===== src/rtl/ad9866_spi_sequencer.sv =====
// AD9866 control-pin owner: chip reset, power-up init table, then host single-register SPI access.
// Frames are 34*CLK_DIV cycles; cmd_ready is high only in IDLE, so host commands wait out reset/init/frames.
module ad9866_spi_sequencer #(
  parameter int CLK_DIV    = 4,
  parameter int RST_CYCLES = 256,
  parameter int INIT_LEN   = 3,
  parameter logic [13*((INIT_LEN > 0) ? INIT_LEN : 1)-1:0] INIT_TABLE = '0
) (
  input  logic       clk,
  input  logic       rst,
  input  logic       cmd_valid,
  output logic       cmd_ready,
  input  logic       cmd_rnw,
  input  logic [4:0] cmd_addr,
  input  logic [7:0] cmd_wdata,
  output logic       rsp_valid,
  output logic [7:0] rsp_rdata,
  output logic       init_done,
  output logic       ad9866_sclk,
  output logic       ad9866_sdio,
  input  logic       ad9866_sdo,
  output logic       ad9866_sen_n,
  output logic       ad9866_rst_n
);

  localparam int CNT_MAX = (RST_CYCLES > 2*CLK_DIV) ? RST_CYCLES : 2*CLK_DIV;
  localparam int CNT_W   = $clog2(CNT_MAX + 1);
  localparam int IDX_W   = (INIT_LEN > 0) ? $clog2(INIT_LEN + 1) : 1;

  localparam logic [CNT_W-1:0] RST_LAST = CNT_W'(RST_CYCLES - 1);
  localparam logic [CNT_W-1:0] DIV_LAST = CNT_W'(CLK_DIV - 1);
  localparam logic [CNT_W-1:0] GAP_LAST = CNT_W'(2*CLK_DIV - 1);
  localparam logic [IDX_W-1:0] IDX_END  = IDX_W'(INIT_LEN);

  typedef enum logic [2:0] {
    S_RST_HOLD,
    S_RST_WAIT,
    S_INIT,
    S_SHIFT,
    S_GAP,
    S_IDLE
  } state_t;

  state_t           state_q, state_d;
  logic [CNT_W-1:0] cnt_q, cnt_d;
  logic [4:0]       hcnt_q, hcnt_d;
  logic [IDX_W-1:0] idx_q, idx_d;
  logic [15:0]      frame_q, frame_d;
  logic [7:0]       rx_q, rx_d;
  logic             host_q, host_d;
  logic             rnw_q, rnw_d;
  logic             sclk_q, sclk_d;
  logic             sdio_q, sdio_d;
  logic             sen_n_q, sen_n_d;
  logic             rst_n_q, rst_n_d;
  logic             rsp_valid_q, rsp_valid_d;
  logic [7:0]       rsp_rdata_q, rsp_rdata_d;
  logic             init_done_q, init_done_d;

  int          tbl_idx;
  logic [12:0] entry;
  logic        start;
  logic [15:0] start_dat;

  // idx_q points at the next entry to send, so it reaches INIT_LEN once the table is exhausted.
  always_comb begin
    tbl_idx = (int'(idx_q) < INIT_LEN) ? int'(idx_q) : 0;
    entry   = INIT_TABLE[13*tbl_idx +: 13];
  end

  assign cmd_ready = (state_q == S_IDLE) && !rst;

  always_comb begin
    state_d     = state_q;
    cnt_d       = cnt_q;
    hcnt_d      = hcnt_q;
    idx_d       = idx_q;
    frame_d     = frame_q;
    rx_d        = rx_q;
    host_d      = host_q;
    rnw_d       = rnw_q;
    sclk_d      = sclk_q;
    sdio_d      = sdio_q;
    sen_n_d     = sen_n_q;
    rst_n_d     = rst_n_q;
    rsp_valid_d = 1'b0;
    rsp_rdata_d = rsp_rdata_q;
    init_done_d = init_done_q;
    start       = 1'b0;
    start_dat   = {3'b000, entry};

    case (state_q)
      S_RST_HOLD: begin
        rst_n_d = 1'b0;
        cnt_d   = cnt_q + 1'b1;
        if (cnt_q == RST_LAST) begin
          cnt_d   = '0;
          rst_n_d = 1'b1;
          state_d = S_RST_WAIT;
        end
      end

      S_RST_WAIT: begin
        cnt_d = cnt_q + 1'b1;
        if (cnt_q == RST_LAST) begin
          cnt_d = '0;
          idx_d = '0;
          if (INIT_LEN == 0) begin
            init_done_d = 1'b1;
            state_d     = S_IDLE;
          end else begin
            state_d = S_INIT;
          end
        end
      end

      S_INIT: begin
        start  = 1'b1;
        host_d = 1'b0;
        idx_d  = idx_q + 1'b1;
      end

      S_SHIFT: begin
        cnt_d = cnt_q + 1'b1;
        if (cnt_q == DIV_LAST) begin
          cnt_d  = '0;
          hcnt_d = hcnt_q + 5'd1;
          if (!hcnt_q[0]) begin
            sclk_d = 1'b1;
            // Rising edges 8..15 carry the read data byte back from the chip.
            if (hcnt_q[4]) rx_d = {rx_q[6:0], ad9866_sdo};
          end else begin
            sclk_d  = 1'b0;
            sdio_d  = frame_q[14];
            frame_d = {frame_q[14:0], 1'b0};
            if (hcnt_q == 5'd31) begin
              hcnt_d  = '0;
              sen_n_d = 1'b1;
              sdio_d  = 1'b0;
              state_d = S_GAP;
            end
          end
        end
      end

      S_GAP: begin
        cnt_d = cnt_q + 1'b1;
        if (cnt_q == GAP_LAST) begin
          cnt_d = '0;
          if (host_q) begin
            rsp_valid_d = 1'b1;
            if (rnw_q) rsp_rdata_d = rx_q;
            state_d = S_IDLE;
          end else if (idx_q == IDX_END) begin
            init_done_d = 1'b1;
            state_d     = S_IDLE;
          end else begin
            // Chain straight into the next entry to keep the 34*CLK_DIV frame period.
            start = 1'b1;
            idx_d = idx_q + 1'b1;
          end
        end
      end

      S_IDLE: begin
        if (cmd_valid && cmd_ready) begin
          start     = 1'b1;
          host_d    = 1'b1;
          rnw_d     = cmd_rnw;
          start_dat = {cmd_rnw, 2'b00, cmd_addr, (cmd_rnw ? 8'h00 : cmd_wdata)};
        end
      end

      default: begin
        state_d = S_RST_HOLD;
        cnt_d   = '0;
      end
    endcase

    if (start) begin
      state_d = S_SHIFT;
      cnt_d   = '0;
      hcnt_d  = '0;
      frame_d = start_dat;
      sdio_d  = start_dat[15];
      sclk_d  = 1'b0;
      sen_n_d = 1'b0;
    end
  end

  always_ff @(posedge clk) begin
    if (rst) begin
      state_q     <= S_RST_HOLD;
      cnt_q       <= '0;
      hcnt_q      <= '0;
      idx_q       <= '0;
      frame_q     <= '0;
      rx_q        <= '0;
      host_q      <= 1'b0;
      rnw_q       <= 1'b0;
      sclk_q      <= 1'b0;
      sdio_q      <= 1'b0;
      sen_n_q     <= 1'b1;
      rst_n_q     <= 1'b0;
      rsp_valid_q <= 1'b0;
      rsp_rdata_q <= '0;
      init_done_q <= 1'b0;
    end else begin
      state_q     <= state_d;
      cnt_q       <= cnt_d;
      hcnt_q      <= hcnt_d;
      idx_q       <= idx_d;
      frame_q     <= frame_d;
      rx_q        <= rx_d;
      host_q      <= host_d;
      rnw_q       <= rnw_d;
      sclk_q      <= sclk_d;
      sdio_q      <= sdio_d;
      sen_n_q     <= sen_n_d;
      rst_n_q     <= rst_n_d;
      rsp_valid_q <= rsp_valid_d;
      rsp_rdata_q <= rsp_rdata_d;
      init_done_q <= init_done_d;
    end
  end

  assign rsp_valid    = rsp_valid_q;
  assign rsp_rdata    = rsp_rdata_q;
  assign init_done    = init_done_q;
  assign ad9866_sclk  = sclk_q;
  assign ad9866_sdio  = sdio_q;
  assign ad9866_sen_n = sen_n_q;
  assign ad9866_rst_n = rst_n_q;

endmodule


===== config.mk =====
export PLATFORM = sky130hd
export DESIGN_NAME = ad9866_spi_sequencer
export DESIGN_NICKNAME = d
export VERILOG_FILES = /design/src/rtl/ad9866_spi_sequencer.sv
export SDC_FILE = /design/constraint.sdc
export NUM_CORES = 1
export LEC_CHECK = 0
export ABC_AREA = 1
export BUFFER_PORTS_ARGS = -buffer_cell sky130_fd_sc_hd__buf_2
export CORE_ASPECT_RATIO = 0.6
export CORE_MARGIN = 3
export CORE_UTILIZATION = 57
export CTS_CLUSTER_DIAMETER = 200
export DETAILED_ROUTE_END_ITERATION = 8
export PLACE_DENSITY_LB_ADDON = 0.12
export SKIP_LAST_GASP = 1
export SLEW_MARGIN = 30
export SYNTH_ARGS = -nofsm -noshare
export SYNTH_HDL_FRONTEND = slang
export SYNTH_SLANG_ARGS = --single-unit

===== constraint.sdc =====
create_clock -name clk -period 2.45 [get_ports clk]
set_input_delay 0.1225 -clock clk [delete_from_list [all_inputs] [get_ports clk]]
set_output_delay 0.1225 -clock clk [all_outputs]
set_load 0.005 [all_outputs]

==> summary by stage, run 1 <==
Outcome
The run finished with clean final reports.

Hold path
The type of the most critical hold path is input port to register. In this run the most critical hold path is launched from cmd_wdata[0]. Along the worst hold path, the cell count comes to 3. The worst-case hold path end point is frame_q[0].

Synthesis
The synthesized-area fraction occupied by xor and xnor cells is 0.634%. For this run, the leading register cell type out of synthesis is dfxtp_1. The number of flops mapped to enable cells by yosys is 0. Sorting the synthesized cells by area gives the leading types as dfxtp_1 (42%), nand2_1 (11%), inv_1 (6.8%).

The dominant combinational cell family by area after synthesis is simple AND/OR/NAND/NOR gates. By count the netlist is led by nand2_1 (84), dfxtp_1 (58), inv_1 (50). In the synthesized netlist, the number of instances is 390.

Synthesis inferred between 50 and 60 register bits. The share of synthesized area occupied by flip-flops and latches is 42.0%. The adder and majority cell fraction of the synthesized area is 2.72%. The average instance in the mapped netlist occupies 7.09 um2. The async set or reset register ratio after synthesis is 0%. The number of nets handed over by synthesis was 414.

The count of synthesis-stage warnings from yosys is 0. The basic-gate share of the synthesized area counting and, or, nand and nor cells is 29.1%. The share of the synthesized area in the top cell type is 42.0%. The post-synth design cell area is 2760 um2.

The share of the synthesized area in compound gates (AO/OA/AOI/OAI) is 15.6%. The share of synthesized area spent on multiplexers is 0%. The number of unique standard cell types used by synthesis is 30. The library cell with the highest instance count after synthesis is nand2_1. The largest area contributor in the synthesized netlist is dfxtp_1.

Timing
The maximum operating frequency is 452 MHz. The transition at the pin with the smallest max-transition slack is 0.380 ns. The max-slew violation total from the final report is 0. The final critical path takes up 90.3% of the cycle. The final hold violation count is 0. The setup TNS is 0 ns. The setup-violating endpoint count in the final report is 0. The worst-case hold slack is 0.0287 ns. Headroom to the max-slew limit came out at 74.6%.

The worst setup skew after layout is 0.00822 ns. The post-route minimum period is about 2.2 ns. Setup repair after global routing left no endpoint under its margin.

Floorplanning
The initial core utilization is roughly 63%. Measured along the x axis, the die boundary spans 95.9 um. For this design the top-level I/O count stands at 33. The area of the placeable core is 4370 um2. The die covers 5750 um2. From bottom edge to top edge, the die measures 59.9 um.

The placement row count is 18.

Detailed routing
The routed via count is 2,541. The average routed wire per standard cell is 12.3 um. The wire length reported by the detailed router is a little over 6000 um. In the routed design, unresolved DRC markers number 0. The first routing iteration left 178 violations. The detailed-route vias per instance is a little over 5.

The count of nets left with antenna violations once routing finished came out at 0. The pre-antenna-repair detailed-routing pass consisted of 5 iterations.

Critical path
The worst reg2reg path endpoint is idx_q[0]. The number of cells on the worst reg-to-reg path is 15. The stage delay of the slowest cell on the critical path is 0.37 ns. Of all nets on the critical path, the largest fanout is 4. The cell that appears most often on the critical path is nand2_1. The type of origin of the critical path is a register.

The path type of the worst setup path is register to register. The worst setup path is captured at a register. The library cell contributing the largest single delay on the critical path is dfxtp_1.

Data on the critical path arrives at its endpoint at 2.44 ns. The source of the worst register-to-register timing path is cnt_q[0]. Walking the worst path, the cells encountered are ha_1 > nand2_1 > nor2_1 > nand2_1 > nor3_1 > inv_1 > nor2_1 > ha_1 > inv_1 > nand2_1 > inv_1 > nand2_1 > nand4_1 > o21ai_0 > nor2_1. The worst endpoint required time is roughly 2.7 ns. The worst register-to-register path has a setup slack of 0.24 ns.

GRT
The initial antenna violation count was 0. The total congestion overflow is 0. The pin count of the biggest net entering global routing is 27. The number of global-route vias before repair came to 2,240.

The first global-routing pass estimated 10,300 um of wire. In the global route stage, overall resource usage came out at 23.9%.

Cells and area
The net count of the finished layout is about 460. After the flow finishes, the layout carries non-filler instances totaling 498. The layout-stage area growth over the synthesis result is 17.2%.

With fillers left out, the area of the finished cells amounts to 3240 um2. Cells with a size suffix above 1 make up 17.6% of the layout. The antenna cell count is 0. The number of filler cells placed in the layout is between 300 and 400.

Power
The worst-case IR drop observed on VDD is 0.495 mV. The total leakage power is 1.44 nW. Power spread over the standard cell area amounts to 614 nW/um2. The overall power of the completed layout is 0.00199 W.

Clock tree
For the worst-skew pair, the clock arrives at the later sink with an insertion delay of 0.35 ns. The TritonCTS clock tree is built. The H-tree was split into 3 levels. Clock-pin slew was measured on the worst setup and hold paths at 0.07 ns.

The TritonCTS sink count is 58. The root buffer cell chosen for the clock tree is clkbuf_8. Buffers inserted during clock tree synthesis total 9. The deepest clock path buffer count is 2.

Place
The final estimated routing congestion in global placement is approximately 0.86. The instance area after placement is 2960 um2. Once detailed placement completed, the half-perimeter wirelength came to 4270 um. The number of buffers added on ports is 32. The count of placed standard cells including taps is 476.

Run
The number of max-cap violations is 0.
==> routing by layer <==
metal / wire length [um] / vias to the layer above / track usage, %
met2: 2520 / 88 / 34.8
met4: 112 / 0 / 6.28
met1: 3070 / 1110 / 32.7
li1: - / 1331 / -
met5: 0 / - / 0
met3: 426 / 12 / 10.2
==> power breakdown <==
group | switching [W] | internal (W)
combinational | 0.0000331 | 0.0000271
sequential | 0.00000377 | 0.000947
clock | 0.000379 | 0.000597
total | 0.000416 | 0.00157
==> metrics by stage <==
stage / setup WS [ns] / utilization [%]
5_1_grt: 0.00674 / 74.1
6_report: 0.237 / 74.1
3_3_place_gp: 0.398 / 67.7
2_1_floorplan: 0.505 / -
4_1_cts: 0.219 / 74.1
3_5_place_dp: 0.266 / 67.7
==> area by class of cell <==
class	instances	area, um2	area share [%]
multi-input combinational	265	1330	41.0
sequential	58	1160	35.9
timing repair buffer	40	235	7.26
inverter	59	221	6.84
clock buffer	11	141	4.37
clock inverter	5	77.6	2.40
tap	60	75.1	2.32
==> critical path, delay by kind of cell (launching register included) <==
family / cells / cell delay, ns
fa+ha+maj: 2 / 0.36
flops: 1 / 0.37
compound gates: 1 / 0.20
buf+inv: 3 / 0.18
simple gates: 9 / 1.00
==> worst max path at each step <==
stage	cells past startpoint	end	slack, ns	start
floorplan	15	idx_q[0]	0.51	cnt_q[0]
global placement	15	idx_q[0]	0.40	cnt_q[0]
detailed placement	15	idx_q[1]	0.27	cnt_q[0]
CTS	15	idx_q[1]	0.22	cnt_q[0]
global route	15	idx_q[0]	0.007	cnt_q[0]
finish	15	idx_q[0]	0.24	cnt_q[0]
==> cell usage in the layout (no fill, tap or decap), types with 2 or more instances in the layout <==
cell type      instances
o21ai_0               28
o21ai_1               16
bufinv_16              2
buf_4                  2
nand2_1               84
nor2_8                 2
a31oi_1                2
clkinv_2               2
inv_1                 50
nand3_2                3
inv_2                  9
dlygate4sd3_1          6
nand4_1                6
dfxtp_1               58
a21oi_1               32
nand2_2                6
ha_1                   6
nand3_1               15
nor2_4                 2
nand2_4                2
xor2_1                 2
nor2_1                48
clkbuf_8              10
buf_2                 32
nor2_2                 3
==> state kept, by name, summed over array words and instances, names as in the netlist, 2 cells and up, named ones only <==
| signal | flops |
|---|---|
| hcnt_q | 4 |
| rx_q | 8 |
| idx_q | 2 |
| cnt_q | 9 |
| state_q | 3 |
| frame_q | 15 |
| rsp_rdata | 8 |
==> kinds of logic after synthesis <==
kind of cell,count (synthesis)
AND/OR/NAND/NOR,174
XOR/XNOR,2
adder cells (fa/ha/maj),6
AO/OA/AOI/OAI,83
buffers and inverters,67
flip-flops,58
==> timing repair <==
action	4_1_cts	5_1_grt
hold buffers	6	0
buffers inserted	0	0
setup endpoints to repair	0	1
resized for setup	0	1
hold endpoints to repair	6	0
No activity file was read; power rests on OpenSTA's default activity.
==> inputs of run 2 (changes only) <==
--- a/config.mk
+++ b/config.mk
@@ -9,7 +9,8 @@
 export BUFFER_PORTS_ARGS = -buffer_cell sky130_fd_sc_hd__buf_2
 export CORE_ASPECT_RATIO = 0.6
 export CORE_MARGIN = 3
-export CORE_UTILIZATION = 57
+export CORE_UTILIZATION = 60
+export CTS_BUF_LIST = sky130_fd_sc_hd__clkbuf_4
 export CTS_CLUSTER_DIAMETER = 200
 export DETAILED_ROUTE_END_ITERATION = 8
 export PLACE_DENSITY_LB_ADDON = 0.12
==> constraint.sdc (replaced) <==
create_clock -name clk -period 2.45 [get_ports clk]
set_input_delay 0.1225 -clock clk [delete_from_list [all_inputs] [get_ports clk]]
set_output_delay 0.1225 -clock clk [all_outputs]
set_load 0.05 [all_outputs]
==> summary by stage, run 2 (synthesized netlist as in run 1, its figures left out) <==
Place
The count of placed standard cells including taps is 476 (unchanged). The number of buffers added on ports is 32 (unchanged). The HPWL reported at the end of detailed placement was 4240 um (was 4270 um). The final estimated routing congestion in global placement is 0.895 (was 0.859).

Critical path
The worst reg2reg path endpoint is idx_q[0] (unchanged). The count of cells along the worst register-to-register path is 15 (unchanged). The reg-to-reg setup timing slack is 0.26 ns (was 0.24 ns). The start point of the critical path is cnt_q[1] (was cnt_q[0]).

The source of the worst register-to-register timing path is cnt_q[1] (was cnt_q[0]). The worst endpoint required time is 2.73 ns (was 2.68 ns). The arrival time of data at the critical path endpoint is 2.48 ns (was 2.44 ns). The timing endpoint of the critical path is idx_q[0] (unchanged). The sort of element at the end of the critical path is a register (unchanged).

The path type of the worst setup path is register to register (unchanged). The largest fanout of any net on the critical path is 4 (unchanged). The type of origin of the critical path is a register (unchanged).

Clock tree
The TritonCTS clock tree is built (unchanged). The deepest clock path buffer count is 2 (unchanged). The total CTS buffers was 9 (unchanged). The clock transition at the registers of the reported paths is 0.10 ns (was 0.07 ns). The TritonCTS sink count came to 58 (unchanged). The CTS root buffer is clkbuf_4 (was clkbuf_8).

The CTS H-tree depth is 3 (unchanged). The later-pin clock latency in the skew report is 0.40 ns (was 0.35 ns). The setup fix buffers added after clock tree synthesis is 0 (unchanged).

GRT
The all-layer global routing usage came to 24.2% (was 23.9%). The first-pass GRT wire length came to 10,200 um (was 10,300 um). The number of global-route vias before repair is 2,277 (was 2,240). The pin count of the biggest net entering global routing is 27 (unchanged).

The initial antenna violation count is 0 (unchanged). The total congestion overflow is 0 (unchanged).

Detailed routing
The iteration count of the initial detailed-routing pass is 5 (unchanged). The number of routed nets with antenna violations is 0 (unchanged). The remaining routing DRC violations is 0 (unchanged). The wire length reported by the detailed router was 6050 um (was 6130 um). The average routed wire per standard cell came to 12.0 um (was 12.3 um). The DRC violation total after the first TritonRoute iteration is 113 (was 178).

The routed via count is 2,582 (was 2,541). The detailed-route vias per instance was 5.13 (was 5.10).

Timing
The final hold violation count is 0 (unchanged). The post-route minimum period is 2.19 ns (was 2.21 ns). The maximum operating frequency is 456 MHz (was 452 MHz). The portion of the clock cycle consumed by the worst path in the final layout is 89.5% (was 90.3%). The max-slew violation total from the final report is 0 (unchanged).

The setup TNS is 0 ns (unchanged). The worst-case hold slack came to 0.0443 ns (was 0.0287 ns). Unrepaired setup endpoints after global routing: false (unchanged). The setup-violating endpoint count in the final report is 0 (unchanged). The transition at the pin with the smallest max-transition slack came to 0.405 ns (was 0.380 ns). The headroom to the max-slew limit came to 72.9% (was 74.6%). The worst setup skew after layout is 0.0136 ns (was 0.00822 ns).

Outcome
Status: finished clean (unchanged).

Cells and area
Most used cells in the layout excluding fill and tap cells: nand2_1 (84), dfxtp_1 (57), inv_1 (50) (was nand2_1 (84), dfxtp_1 (58), inv_1 (50)). The largest register by flop count is frame_q (unchanged). The flip-flop count of the largest register, all copies and words added was 15 (unchanged). The number of standard cells in the final layout excluding fillers was 503 (was 498). The net count reported at finish is 462 (was 457). The antenna cell count is 0 (unchanged).

Largest registers: frame_q (15), cnt_q (9) (unchanged). The layout-stage area growth over the synthesis result is 16.7% (was 17.2%). The ratio of cells with drive above 1 in the final layout is 17.6% (about the same).

The most frequent standard cell in the layout excluding fill and tap cells is nand2_1 (unchanged).

Power
The proportion of power drawn by flip-flops and latches is 53.3% (was 47.9%). The maximum vdd drop was 0.356 mV (was 0.495 mV). The total leakage power is 1.44 nW (about the same). The cell area power density is 553 nW/um2 (was 614 nW/um2). The switching share of power is 21.7% (was 20.9%). The internal power is 0.00140 W (was 0.00157 W). The clock network power share is 42.9% (was 49.1%). The net switching power of the design is 0.000387 W (was 0.000416 W).

The fraction of power consumed by combinational cells came to 3.8% (was 3.0%).

Run
The number of max-cap violations is 0 (unchanged).

Floorplanning
The overall die area is 5480 um2 (was 5750 um2). The die boundary width was 93.6 um (was 95.9 um). The number of top-level pins is 33 (unchanged). The area of the placeable core was 4280 um2 (was 4370 um2). The height of the die was 58.6 um (was 59.9 um).

The initial core utilization was 64.6% (was 63.3%). The placement row count came to 18 (unchanged).

Hold path
The type of the most critical hold path is input port to register (unchanged). The worst hold path depth is 5 (was 3). The startpoint of the worst hold path was cmd_addr[2] (was cmd_wdata[0]).
-- run 2: critical path, stage by stage (launching register included) --
cell and delay (ns):
dfxtp_1 0.37, ha_1 0.20, nand2_1 0.09, nor2_1 0.13, nand2_1 0.10, nor3_1 0.14
inv_1 0.07, nor2_1 0.14, ha_1 0.18, inv_1 0.05, nand2_1 0.11, inv_1 0.07
nand2_1 0.06, nand4_1 0.16, o21ai_0 0.18, nor2_1 0.05
-- run 2: how the worst min path moves through the flow --
stage                              to
after floorplan            frame_q[1]
after global placement     frame_q[6]
after detailed placement   frame_q[6]
after CTS                  frame_q[9]
after global routing         idx_q[1]
final                     frame_q[10]
-- run 2: per-layer routing --
layer  share of wire (%)  GRT usage, %  wire [um]  vias up
li1                    -             -          -     1351
met2                  43          37.2       2600       76
met3                 6.7          7.41        403       11
met4                 1.2          8.23         70        0
met1                  49          32.8       2980     1144
met5                   0             0          0        -
-- run 2: metrics by stage --
step	power [W]	cell area, um2	utilization (%)	setup WS [ns]
2_1_floorplan	0.00100	2760	-	0.505
3_3_place_gp	0.00102	2960	69.2	0.394
3_5_place_dp	0.00103	2960	69.2	0.269
4_1_cts	0.00180	3230	75.4	0.243
5_1_grt	0.00185	3230	75.4	0.0193
6_report	0.00178	3230	75.4	0.257
-- run 2: repair_timing --
| item | CTS | global route |
|---|---|---|
| resized for setup | 0 | 2 |
| setup endpoints to repair | 0 | 2 |
| hold buffers | 11 | 0 |
| endpoints found under the hold margin | 11 | 0 |
-- run 2: final cells by class --
class                      count  area [um2]
clock buffer                  10        75.1
clock inverter                 6        81.3
fill                         356        1050
inverter                      59         221
multi-input combinational    265        1330
sequential                    58        1160
tap                           60        75.1
timing repair buffer          45         285
-- run 2: power by group through the flow --
stage	clock network, W	logic, W	registers [W]
floorplan	0	0.0000319	0.000971
global placement	0	0.0000517	0.000971
detailed placement	0	0.0000531	0.000972
CTS	0.000781	0.0000661	0.000950
global route	0.000826	0.0000755	0.000952
finish	0.000766	0.0000677	0.000950
